`config.mk`:
```
export PLATFORM = sky130hd
export DESIGN_NAME = bram_frame_reader
export DESIGN_NICKNAME = d
export VERILOG_FILES = /design/src/rtl/pattern_pkg.sv /design/src/rtl/bram_read_skid_fifo.sv /design/src/rtl/bram_frame_reader.sv
export SDC_FILE = /design/constraint.sdc
export NUM_CORES = 1
export LEC_CHECK = 0
export CORE_UTILIZATION = 27
export CTS_BUF_LIST = sky130_fd_sc_hd__clkbuf_4 sky130_fd_sc_hd__clkbuf_8 sky130_fd_sc_hd__clkbuf_16
export DETAILED_ROUTE_END_ITERATION = 6
export PLACE_DENSITY = 0.53
export SYNTH_ARGS = -nofsm -noshare
export SYNTH_HDL_FRONTEND = slang
export SYNTH_HIERARCHICAL = 1
export SYNTH_SLANG_ARGS = --single-unit
```
`constraint.sdc`:
```
create_clock -name clk -period 3.3 [get_ports clk]
set_input_delay 0.66 -clock clk [delete_from_list [all_inputs] [get_ports clk]]
set_output_delay 0.66 -clock clk [all_outputs]
set_load 0.1 [all_outputs]
```
`src/rtl/pattern_pkg.sv`:
```
// Shared defaults and types for the BRAM frame reader.
// Imported by bram_frame_reader and bram_read_skid_fifo.
package pattern_pkg;

    localparam int IMG_WIDTH_D  = 640;
    localparam int IMG_HEIGHT_D = 480;
    localparam int ADDR_WIDTH_D = 19;
    localparam int FIFO_DEPTH   = 4;

    typedef enum logic [1:0] {
        ST_IDLE  = 2'd0,
        ST_READ  = 2'd1,
        ST_DRAIN = 2'd2
    } reader_state_t;

    typedef struct packed {
        logic sof;
        logic eol;
        logic eof;
    } pix_flags_t;

    function automatic int cw(input int n);
        return (n > 1) ? $clog2(n) : 1;
    endfunction

endpackage

```
`src/rtl/bram_read_skid_fifo.sv`:
```
// Four-entry skid buffer between the BRAM read pipe and the pixel stream.
// Flush empties it in one edge and takes priority over push/pop.
module bram_read_skid_fifo
    import pattern_pkg::*;
#(
    parameter int WIDTH = 4
) (
    input  logic             clk,
    input  logic             rst_n,
    input  logic             i_flush,
    input  logic             i_push,
    input  logic [WIDTH-1:0] i_data,
    input  logic             i_pop,
    output logic             o_valid,
    output logic [WIDTH-1:0] o_data,
    output logic [2:0]       o_count
);

    localparam logic [2:0] DEPTH = 3'(FIFO_DEPTH);

    logic [WIDTH-1:0] r_mem [FIFO_DEPTH];
    logic [1:0]       r_wr;
    logic [1:0]       r_rd;
    logic [2:0]       r_count;
    logic             w_push;
    logic             w_pop;

    assign w_pop  = i_pop & (r_count != 3'd0);
    assign w_push = i_push & ((r_count != DEPTH) | w_pop);

    always_ff @(posedge clk) begin
        if (w_push & ~i_flush) begin
            r_mem[r_wr] <= i_data;
        end
    end

    always_ff @(posedge clk or negedge rst_n) begin
        if (!rst_n) begin
            r_wr    <= 2'd0;
            r_rd    <= 2'd0;
            r_count <= 3'd0;
        end else if (i_flush) begin
            r_wr    <= 2'd0;
            r_rd    <= 2'd0;
            r_count <= 3'd0;
        end else begin
            if (w_push) begin
                r_wr <= r_wr + 2'd1;
            end
            if (w_pop) begin
                r_rd <= r_rd + 2'd1;
            end
            r_count <= r_count + {2'b00, w_push} - {2'b00, w_pop};
        end
    end

    assign o_valid = (r_count != 3'd0);
    assign o_data  = r_mem[r_rd];
    assign o_count = r_count;

endmodule

```
`src/rtl/bram_frame_reader.sv`:
```
// Streams an IMG_WIDTH x IMG_HEIGHT frame out of a synchronous BRAM.
// Define BRAM_FRAME_READER_COORDS_EN to add m_x/m_y beat coordinates.
module bram_frame_reader
    import pattern_pkg::*;
#(
    parameter int ADDR_WIDTH = ADDR_WIDTH_D,
    parameter int DATA_WIDTH = 1,
    parameter int IMG_WIDTH  = IMG_WIDTH_D,
    parameter int IMG_HEIGHT = IMG_HEIGHT_D
) (
    input  logic                      clk,
    input  logic                      rst_n,
    input  logic                      start,
    input  logic                      abort,
    output logic [ADDR_WIDTH-1:0]     raddr,
    input  logic [DATA_WIDTH-1:0]     rdata,
    output logic                      m_valid,
    input  logic                      m_ready,
    output logic [DATA_WIDTH-1:0]     m_data,
    output logic                      m_sof,
    output logic                      m_eol,
    output logic                      m_eof,
`ifdef BRAM_FRAME_READER_COORDS_EN
    output logic [cw(IMG_WIDTH)-1:0]  m_x,
    output logic [cw(IMG_HEIGHT)-1:0] m_y,
`endif
    output logic                      busy,
    output logic                      done
);

    localparam int N  = IMG_WIDTH * IMG_HEIGHT;
    localparam int XW = cw(IMG_WIDTH);
    localparam logic [ADDR_WIDTH-1:0] LAST_ADDR = ADDR_WIDTH'(N - 1);
    localparam logic [ADDR_WIDTH-1:0] PENULT    = ADDR_WIDTH'(N - 2);
    localparam logic [XW-1:0]         LAST_COL  = XW'(IMG_WIDTH - 1);
`ifdef BRAM_FRAME_READER_COORDS_EN
    localparam int YW = cw(IMG_HEIGHT);
    localparam int FW = DATA_WIDTH + 3 + XW + YW;
`else
    localparam int FW = DATA_WIDTH + 3;
`endif

    reader_state_t         r_state;
    reader_state_t         w_next;
    logic [ADDR_WIDTH-1:0] r_raddr;
    logic [XW-1:0]         r_col;
    logic                  r_v0;
    logic                  r_v1;
    logic                  r_done;
    pix_flags_t            w_f0;
    pix_flags_t            r_f1;
    pix_flags_t            w_out_f;
    logic                  w_load;
    logic                  w_issue;
    logic                  w_done_set;
    logic                  w_credit;
    logic                  w_at_last;
    logic                  w_hs;
    logic [2:0]            w_fifo_count;
    logic                  w_fifo_valid;
    logic [FW-1:0]         w_push_data;
    logic [FW-1:0]         w_pop_data;
    logic [DATA_WIDTH-1:0] w_out_data;
`ifdef BRAM_FRAME_READER_COORDS_EN
    logic [YW-1:0]         r_row;
    logic [XW-1:0]         r_x1;
    logic [YW-1:0]         r_y1;
    logic [XW-1:0]         w_out_x;
    logic [YW-1:0]         w_out_y;
`endif

    // Reads already issued (v0, v1) reserve a FIFO slot before data lands.
    assign w_credit  = ({1'b0, w_fifo_count} + {3'b000, r_v0}
                       + {3'b000, r_v1}) < 4'd4;
    assign w_at_last = (r_raddr == LAST_ADDR);
    assign w_hs      = w_fifo_valid & m_ready;

    assign w_f0.sof = (r_raddr == '0);
    assign w_f0.eol = (r_col == LAST_COL);
    assign w_f0.eof = w_at_last;

    always_ff @(posedge clk or negedge rst_n) begin
        if (!rst_n) begin
            r_state <= ST_IDLE;
        end else begin
            r_state <= w_next;
        end
    end

    always_comb begin
        w_next     = r_state;
        w_load     = 1'b0;
        w_issue    = 1'b0;
        w_done_set = 1'b0;
        if (abort) begin
            w_next = ST_IDLE;
        end else begin
            unique case (r_state)
                ST_IDLE: begin
                    if (start) begin
                        w_next = ST_READ;
                        w_load = 1'b1;
                    end
                end
                ST_READ: begin
                    if (w_at_last) begin
                        w_next = ST_DRAIN;
                    end else if (w_credit) begin
                        w_issue = 1'b1;
                        if (r_raddr == PENULT) begin
                            w_next = ST_DRAIN;
                        end
                    end
                end
                ST_DRAIN: begin
                    if (w_hs & w_out_f.eof) begin
                        w_next     = ST_IDLE;
                        w_done_set = 1'b1;
                    end
                end
                default: w_next = ST_IDLE;
            endcase
        end
    end

    always_ff @(posedge clk or negedge rst_n) begin
        if (!rst_n) begin
            r_raddr <= '0;
            r_col   <= '0;
            r_v0    <= 1'b0;
            r_v1    <= 1'b0;
            r_f1    <= '0;
            r_done  <= 1'b0;
`ifdef BRAM_FRAME_READER_COORDS_EN
            r_row   <= '0;
            r_x1    <= '0;
            r_y1    <= '0;
`endif
        end else begin
            r_done <= w_done_set;
            if (abort) begin
                r_v0 <= 1'b0;
                r_v1 <= 1'b0;
            end else begin
                r_v1 <= r_v0;
                r_f1 <= w_f0;
`ifdef BRAM_FRAME_READER_COORDS_EN
                r_x1 <= r_col;
                r_y1 <= r_row;
`endif
                if (w_load) begin
                    r_raddr <= '0;
                    r_col   <= '0;
                    r_v0    <= 1'b1;
`ifdef BRAM_FRAME_READER_COORDS_EN
                    r_row   <= '0;
`endif
                end else if (w_issue) begin
                    r_raddr <= r_raddr + ADDR_WIDTH'(1);
                    r_v0    <= 1'b1;
                    if (r_col == LAST_COL) begin
                        r_col <= '0;
`ifdef BRAM_FRAME_READER_COORDS_EN
                        r_row <= r_row + YW'(1);
`endif
                    end else begin
                        r_col <= r_col + XW'(1);
                    end
                end else begin
                    r_v0 <= 1'b0;
                end
            end
        end
    end

`ifdef BRAM_FRAME_READER_COORDS_EN
    assign w_push_data = {rdata, r_f1, r_x1, r_y1};
    assign {w_out_data, w_out_f, w_out_x, w_out_y} = w_pop_data;
`else
    assign w_push_data = {rdata, r_f1};
    assign {w_out_data, w_out_f} = w_pop_data;
`endif

    bram_read_skid_fifo #(
        .WIDTH(FW)
    ) u_fifo (
        .clk    (clk),
        .rst_n  (rst_n),
        .i_flush(abort),
        .i_push (r_v1),
        .i_data (w_push_data),
        .i_pop  (w_hs),
        .o_valid(w_fifo_valid),
        .o_data (w_pop_data),
        .o_count(w_fifo_count)
    );

    assign raddr   = r_raddr;
    assign m_valid = w_fifo_valid;
    assign m_data  = w_fifo_valid ? w_out_data : '0;
    assign m_sof   = w_fifo_valid & w_out_f.sof;
    assign m_eol   = w_fifo_valid & w_out_f.eol;
    assign m_eof   = w_fifo_valid & w_out_f.eof;
`ifdef BRAM_FRAME_READER_COORDS_EN
    assign m_x     = w_fifo_valid ? w_out_x : '0;
    assign m_y     = w_fifo_valid ? w_out_y : '0;
`endif
    assign busy    = (r_state != ST_IDLE);
    assign done    = r_done;

endmodule
```
# [Word level (Yosys, flattened, before mapping)]
# Memory sizes are Yosys's and may differ from the RTL's.
# Cells that the tools add are included.
[classes] eq_ne=10 muxes=34 n_reduce_logical=9 bitwise=10 order_cmp=1 n_addsub=8
[op_table] cell="$eq A19 B19 Y1 const B" n=2
[op_table] cell="$mux W19" n=2
[op_table] cell="$mux W10" n=3
[op_table] cell="$mux W2" n=10
[op_table] cell="$add A19 B1 Y19 const B" n=1
[op_table] cell="$logic_not A19 Y1" n=1
[op_table] cell="$mux W1" n=17
[op_table] cell="$add A10 B1 Y10 const B" n=1
[op_table] cell="$eq A10 B10 Y1 const B" n=1
[op_table] cell="$ne A3 B3 Y1 const B" n=3
[op_table] cell="$and A1 B1 Y1" n=8
[op_table] cell="$ne A4 B4 Y1 const B" n=2
[op_table] cell="$reduce_bool A2 Y1" n=4
[op_table] cell="$pmux W2 S3" n=1
[op_table] cell="$add A2 B1 Y2 const B" n=2
[op_table] cell="$add A3 B1 Y4" n=1
[op_table] cell="$add A4 B1 Y4" n=1
[op_table] cell="$lt A4 B3 Y1 const B" n=1
[op_table] cell="$reduce_and A4 Y1" n=1
[op_table] cell="$add A3 B1 Y3" n=1
[op_table] cell="$mux W3" n=1
[op_table] cell="$reduce_bool A3 Y1" n=1
[op_table] cell="$sub A3 B1 Y3" n=1
[op_table] cell="$eq A2 B1 Y1 const B" n=1
[op_table] cell="other kinds (5)" n=5
[totals] out_inout_bits=26 elab_cells=85 inputBits=6 reg_bits=44 memories=1 mem_bits_rw=16
[memory_table] name="u_fifo.r_mem" words=4 word_bits=4 read_ports=1 rd_clocked_by_memory_dff=0 write_ports=1 line="bram_read_skid_fifo.sv:21" rtl="logic [WIDTH-1:0] r_mem [FIFO_DEPTH];"

# [Logic depth before layout (Yosys ltp)]
[depth] ltp_word=10 depth_mapped=10 ltp_nobuf=10

# [Hierarchy]
# The synthesis kept the hierarchy.
[by_module_without_submodules] module="bram_frame_reader" area_per_inst_um2=2113.3 seq_area_each_um2=925.9 cells_each=222 instances=1
[by_module_without_submodules] module="bram_read_skid_fifo" area_per_inst_um2=1056.0 seq_area_each_um2=655.6 cells_each=65 instances=1

# [Worst setup path before layout]
# Ideal clock, no wire load.
[synth_timing] kind="reg-to-reg" startpoint="register u_fifo.r_count[1] (netlist: u_fifo/o_count[1])" endpoint="register u_fifo.r_count[1] (netlist: u_fifo/o_count[1])" stages_incl_launch_ff=10 setup_slack_ps=372 setup_ps=72 required_ps=3228 synth_period_minus_slack_ps=2928 arrival_time_ps=2856 n_path_buf=0 path_cell_list="dfrtp_1 -> or3_2 -> and2_1 -> nor4b_4 -> nor2b_2 -> a21o_2 -> ha_1 -> inv_1 -> fa_1 -> nor2_1"
[synth_between] elab_chain_len=8 elab_cells_between_ends=9 cone_classes="add/sub: 2; eq/ne: 1; mux: 1; bitwise: 4; reduce/logical: 1"
[synth_rtl] element="start: declaration" line="bram_read_skid_fifo.sv:24" rtl="logic [2:0] r_count;"
[synth_rtl] element="start signal: assignment" line="bram_read_skid_fifo.sv:53" rtl="r_count <= r_count + {2'b00, w_push} - {2'b00, w_pop};"
[synth_rtl] element="$reduce_bool A3 Y1 (*)" line="bram_read_skid_fifo.sv:57" rtl="assign o_valid = (r_count != 3'd0);"
[synth_rtl] element="net m_valid" line="bram_frame_reader.sv:17" rtl="output logic m_valid,"
[synth_rtl] element="$and A1 B1 Y1 (*)" line="bram_frame_reader.sv:76" rtl="assign w_hs = w_fifo_valid & m_ready;"
[synth_rtl] element="net w_hs" line="bram_frame_reader.sv:58" rtl="logic w_hs;"
[synth_rtl] element="$and A1 B1 Y1 (*)" line="bram_read_skid_fifo.sv:28" rtl="assign w_pop = i_pop & (r_count != 3'd0);"
[synth_rtl] element="$or A1 B1 Y1" line="bram_read_skid_fifo.sv:29" rtl="assign w_push = i_push & ((r_count != DEPTH) | w_pop);"
[synth_rtl] element="$and A1 B1 Y1" line="bram_read_skid_fifo.sv:29"
[synth_rtl] element="$add A3 B1 Y3" line="bram_read_skid_fifo.sv:53"
[synth_rtl] element="$sub A3 B1 Y3 (*)" line="bram_read_skid_fifo.sv:53"
[synth_rtl] element="$mux W3 (*)" line="bram_read_skid_fifo.sv:42" rtl="end else if (i_flush) begin"
# Mark *: on every way through the listed nets, which the timed path passes. The rest lies on a longest branch.
# A chain may end at the register's enable or synchronous reset.

# [Worst setup path after layout]
[layout_timing] startpoint="register u_fifo.r_count[2] (netlist: u_fifo/o_count[2])" endpoint="register u_fifo.r_count[1] (netlist: u_fifo/o_count[1])"
[layout_between] elab_chain_len=8 elab_cells_between_ends=9 cone_classes="add/sub: 2; eq/ne: 1; mux: 1; bitwise: 4; reduce/logical: 1"
[layout_rtl] element="$reduce_bool A3 Y1 (*)" line="bram_read_skid_fifo.sv:57"
[layout_rtl] element="$and A1 B1 Y1 (*)" line="bram_frame_reader.sv:76"
[layout_rtl] element="net w_hs" line="bram_frame_reader.sv:58"
[layout_rtl] element="$and A1 B1 Y1 (*)" line="bram_read_skid_fifo.sv:28"
[layout_rtl] element="$or A1 B1 Y1" line="bram_read_skid_fifo.sv:29"
[layout_rtl] element="$and A1 B1 Y1" line="bram_read_skid_fifo.sv:29"
[layout_rtl] element="$add A3 B1 Y3" line="bram_read_skid_fifo.sv:53"
[layout_rtl] element="$sub A3 B1 Y3 (*)" line="bram_read_skid_fifo.sv:53"
[layout_rtl] element="$mux W3 (*)" line="bram_read_skid_fifo.sv:42"
# Marked as above.

==> flow_summary.json <==
{
  "cts_setup_buffers": 0,
  "dieHeight_microns": 110,
  "clkTransAtPathRegs_ps": 50,
  "drt_pass1_iterations": 4,
  "arrival_ps": 3060,
  "synthArstFlopShare_pct": 73.3,
  "routabilityCongestion": 0.754,
  "critPathMaxFanout": 9,
  "routedWlPerCell_microns": 15.5,
  "dieArea_sq_mm": 0.0122,
  "synthCells": 287,
  "grtUsageTotal_pct": 13.5,
  "ir_drop_v": 0.000664,
  "cts_sinks": 60,
  "critical_path_buf_inv_count": 1,
  "nFillCells": 1172,
  "finalHoldViolations": 0,
  "clockBufferDepth": 2,
  "layout.nets": 339,
  "syn_avg_cell_area_sq_um": 11.0,
  "grt.met3_usage_pct": 3.23,
  "vias": 2397,
  "insertion_delay_ps": 330,
  "core_area_sq_mm": 0.0114,
  "cts_made_buffers": 9,
  "cellPowerDensity_mw_per_mm2": 664,
  "crit_path_start_kind": "flip-flop",
  "cts_max_level": 3,
  "ys_ff_latch": 60,
  "multi_input_area_sq_mm": 0.00149,
  "port_buffers": 31,
  "cts_resized": 0,
  "whs_ps": 519,
  "path_class": "flip-flop to flip-flop",
  "worstSetupEndpointType": "flip-flop",
  "drv_cap": 0,
  "ios": 32,
  "final-seq-area_sq_mm": 0.00158,
  "p_leak_nw": 1.60,
  "drtIter0Drc": 119,
  "grt_use_met1_pct": 18.3,
  "antenna_found_initial": 0,
  "finClkSkew_ps": 7.76,
  "cts_root_buf": "clkbuf_16",
  "path_delay_family": "simple AND/OR/NAND/NOR gates",
  "final.setup.tns_ps": 0,
  "grt-ovfl-total": 0,
  "worstHoldPathType": "flip-flop to flip-flop",
  "required_ps": 3560,
  "synth_edf_count": 16,
  "cts_tree": "yes",
  "n_antenna_cell": 0,
  "final_max_slew_viol_count": 0,
  "worst_pin_slew_ps": 1060,
  "use_met2_pct": 20.4,
  "syn_to_final_growth_pct": 22.9,
  "cp_slowest_stage_delay_ps": 600,
  "synth_seq_area_share_pct": 49.9,
  "period_share_pct": 84.9,
  "place_hpwl_microns": 4980,
  "synthesis.area_sq_mm": 0.00317,
  "grt_pass1_vias": 2344,
  "synth_flop_cell": "dfrtp_1",
  "vias_per_cell": 5.10,
  "synth_top_area_share_pct": 34.7,
  "cp_slowest_cell": "or3_2",
  "grt_start_max_net_pins": 45,
  "die_w_microns": 110,
  "path_cells": "or3_2, and2_1, nor4b_4, nor2b_2, a21o_2, ha_1, inv_1, fa_1, nor2_1",
  "rows": 39,
  "fmax_ghz": 0.357,
  "yosys.cell_types.count": 56,
  "drc_errors": 0,
  "post-route-min-period_ps": 2800,
  "syn-num-nets": 304,
  "routed_wl_microns": 7260,
  "outcome": "finished, final reports clean",
  "synth_area_leaders": "dfrtp_1 (35%), edfxtp_1 (15%), ha_1 (3.9%)",
  "slew_headroom_pct": 29.3,
  "rsz0062_at_grt": "false",
  "grt_first_pass_wirelength_microns": 12300,
  "antenna_left": 0,
  "finalSetupViolations": 0,
  "busiest_layer": "met2",
  "initial_utilization_pct": 27.8,
  "yosys_warnings": 6,
  "yosysTopAreaCell": "dfrtp_1",
  "final_layout_size_suffix_gt1_share_pct": 20.8,
  "hold_buffers": 0
}
[final timing paths]
| path | from | endpoint | slack (ps) | cells after the start |
|---|---|---|---|---|
| worst max-delay path | u_fifo/o_count[2] | u_fifo/o_count[1] | 500 | 9 |
| worst min-delay path | r_v0 | r_v1 | 520 | 1 |
| worst max register to register | u_fifo/o_count[2] | u_fifo/o_count[1] | 500 | 9 |
| worst min register to register | r_v0 | r_v1 | 520 | 1 |
| max in group asynchronous | rst_n | u_fifo/o_count[2] | 2120 | 1 |
| min in group asynchronous | rst_n | r_col[7] | 530 | 1 |
[per-layer routing]
| metal | vias to the layer above | routed length (microns) | part of all wire [%] |
|---|---|---|---|
| li1 | 1135 | - | - |
| met4 | 0 | 93 | 1.3 |
| met3 | 7 | 289 | 4.0 |
| met1 | 1200 | 3520 | 49 |
| met2 | 55 | 3360 | 46 |
| met5 | - | 0 | 0 |
[Yosys cell counts (2+ instances only)]
| cell type | n |
|---|---|
| a2111oi_4 | 2 |
| o211ai_1 | 4 |
| mux4_2 | 4 |
| nand3b_1 | 2 |
| ha_1 | 10 |
| o31ai_1 | 5 |
| a21oi_1 | 16 |
| xor2_1 | 5 |
| clkbuf_1 | 6 |
| o21ai_0 | 7 |
| nor3b_1 | 2 |
| nor4b_1 | 2 |
| nor2_1 | 21 |
| or4_1 | 6 |
| nor4_1 | 5 |
| o21ai_1 | 2 |
| dfrtp_1 | 44 |
| edfxtp_1 | 16 |
| buf_4 | 2 |
| nor2b_1 | 2 |
| a211oi_1 | 5 |
| nand3_1 | 13 |
| nand2b_1 | 3 |
| inv_1 | 10 |
| mux2i_1 | 3 |
| nand4_1 | 6 |
| nand2_1 | 24 |
| xnor2_1 | 10 |
| and2_1 | 9 |
| or4b_2 | 2 |
| buf_2 | 3 |
| a311oi_1 | 2 |
| and3_1 | 5 |
| or3_1 | 5 |
| and4_1 | 3 |
[layout by cell type (no fill, tap or decap), types with 6 or more instances in the layout]
cell type  instances
nand3_1           13
edfxtp_1          16
and2_1             9
ha_1              10
or4_1              6
clkbuf_16          9
nor2_1            21
xnor2_1           10
nand2_1           24
inv_1             10
o21ai_0            7
buf_4             32
a21oi_1           16
dfrtp_1           44
nand4_1            6
[registers in the layout (all words and copies together), names as in the netlist]
name,cells
u_fifo/r_mem,16
u_fifo/r_wr,2
raddr,19
r_v0,1
r_f1,3
u_fifo/o_count,3
r_state,2
r_v1,1
r_col,10
u_fifo/r_rd,2
done,1
[stage by stage]
step	instances	area, sq um	utilization (%)	power [W]	worst slack [ps]
finish	470	3890	34.1	0.00258	499
global route	470	3890	34.1	0.00270	368
CTS	470	3890	34.1	0.00261	489
detailed placement	454	3570	31.3	0.00159	373
global placement	454	3570	31.3	0.00158	392
floorplan	287	3170	-	0.00142	372
[where the power goes]
part | leakage (nW) | total, W | internal [W] | switching, W
clock network | 0.156 | 0.00102 | 0.000665 | 0.000351
registers | 0.751 | 0.000905 | 0.000820 | 0.0000848
logic | 0.696 | 0.000663 | 0.000182 | 0.000482
[cells by family (layout without fill, tap and decap cells)]
group	Yosys count	count (layout)	synth area share, %
simple gates	119	119	21.9
flops	60	60	49.9
compound gates	51	51	11.9
buf+inv	23	63	3.36
xor+xnor	15	15	4.15
fa+ha+maj	11	11	4.58
mux	8	8	4.26
[worst reg2reg max path: cells and delay by family (launching register included)]
kind	cells	cell delay (ps)
AO/OA/AOI/OAI	1	230
AND/OR/NAND/NOR	5	1350
adder cells (fa/ha/maj)	2	580
buffers and inverters	1	60
flip-flops	1	520
[area by class of cell]
cell class	instances	share of cell area (%)
timing repair buffer	37	7.32
sequential	60	40.6
clock buffer	9	5.78
inverter	10	0.964
clock inverter	7	2.54
tap	143	4.59
multi-input combinational	204	38.2
(Power assumes the default switching activity.)
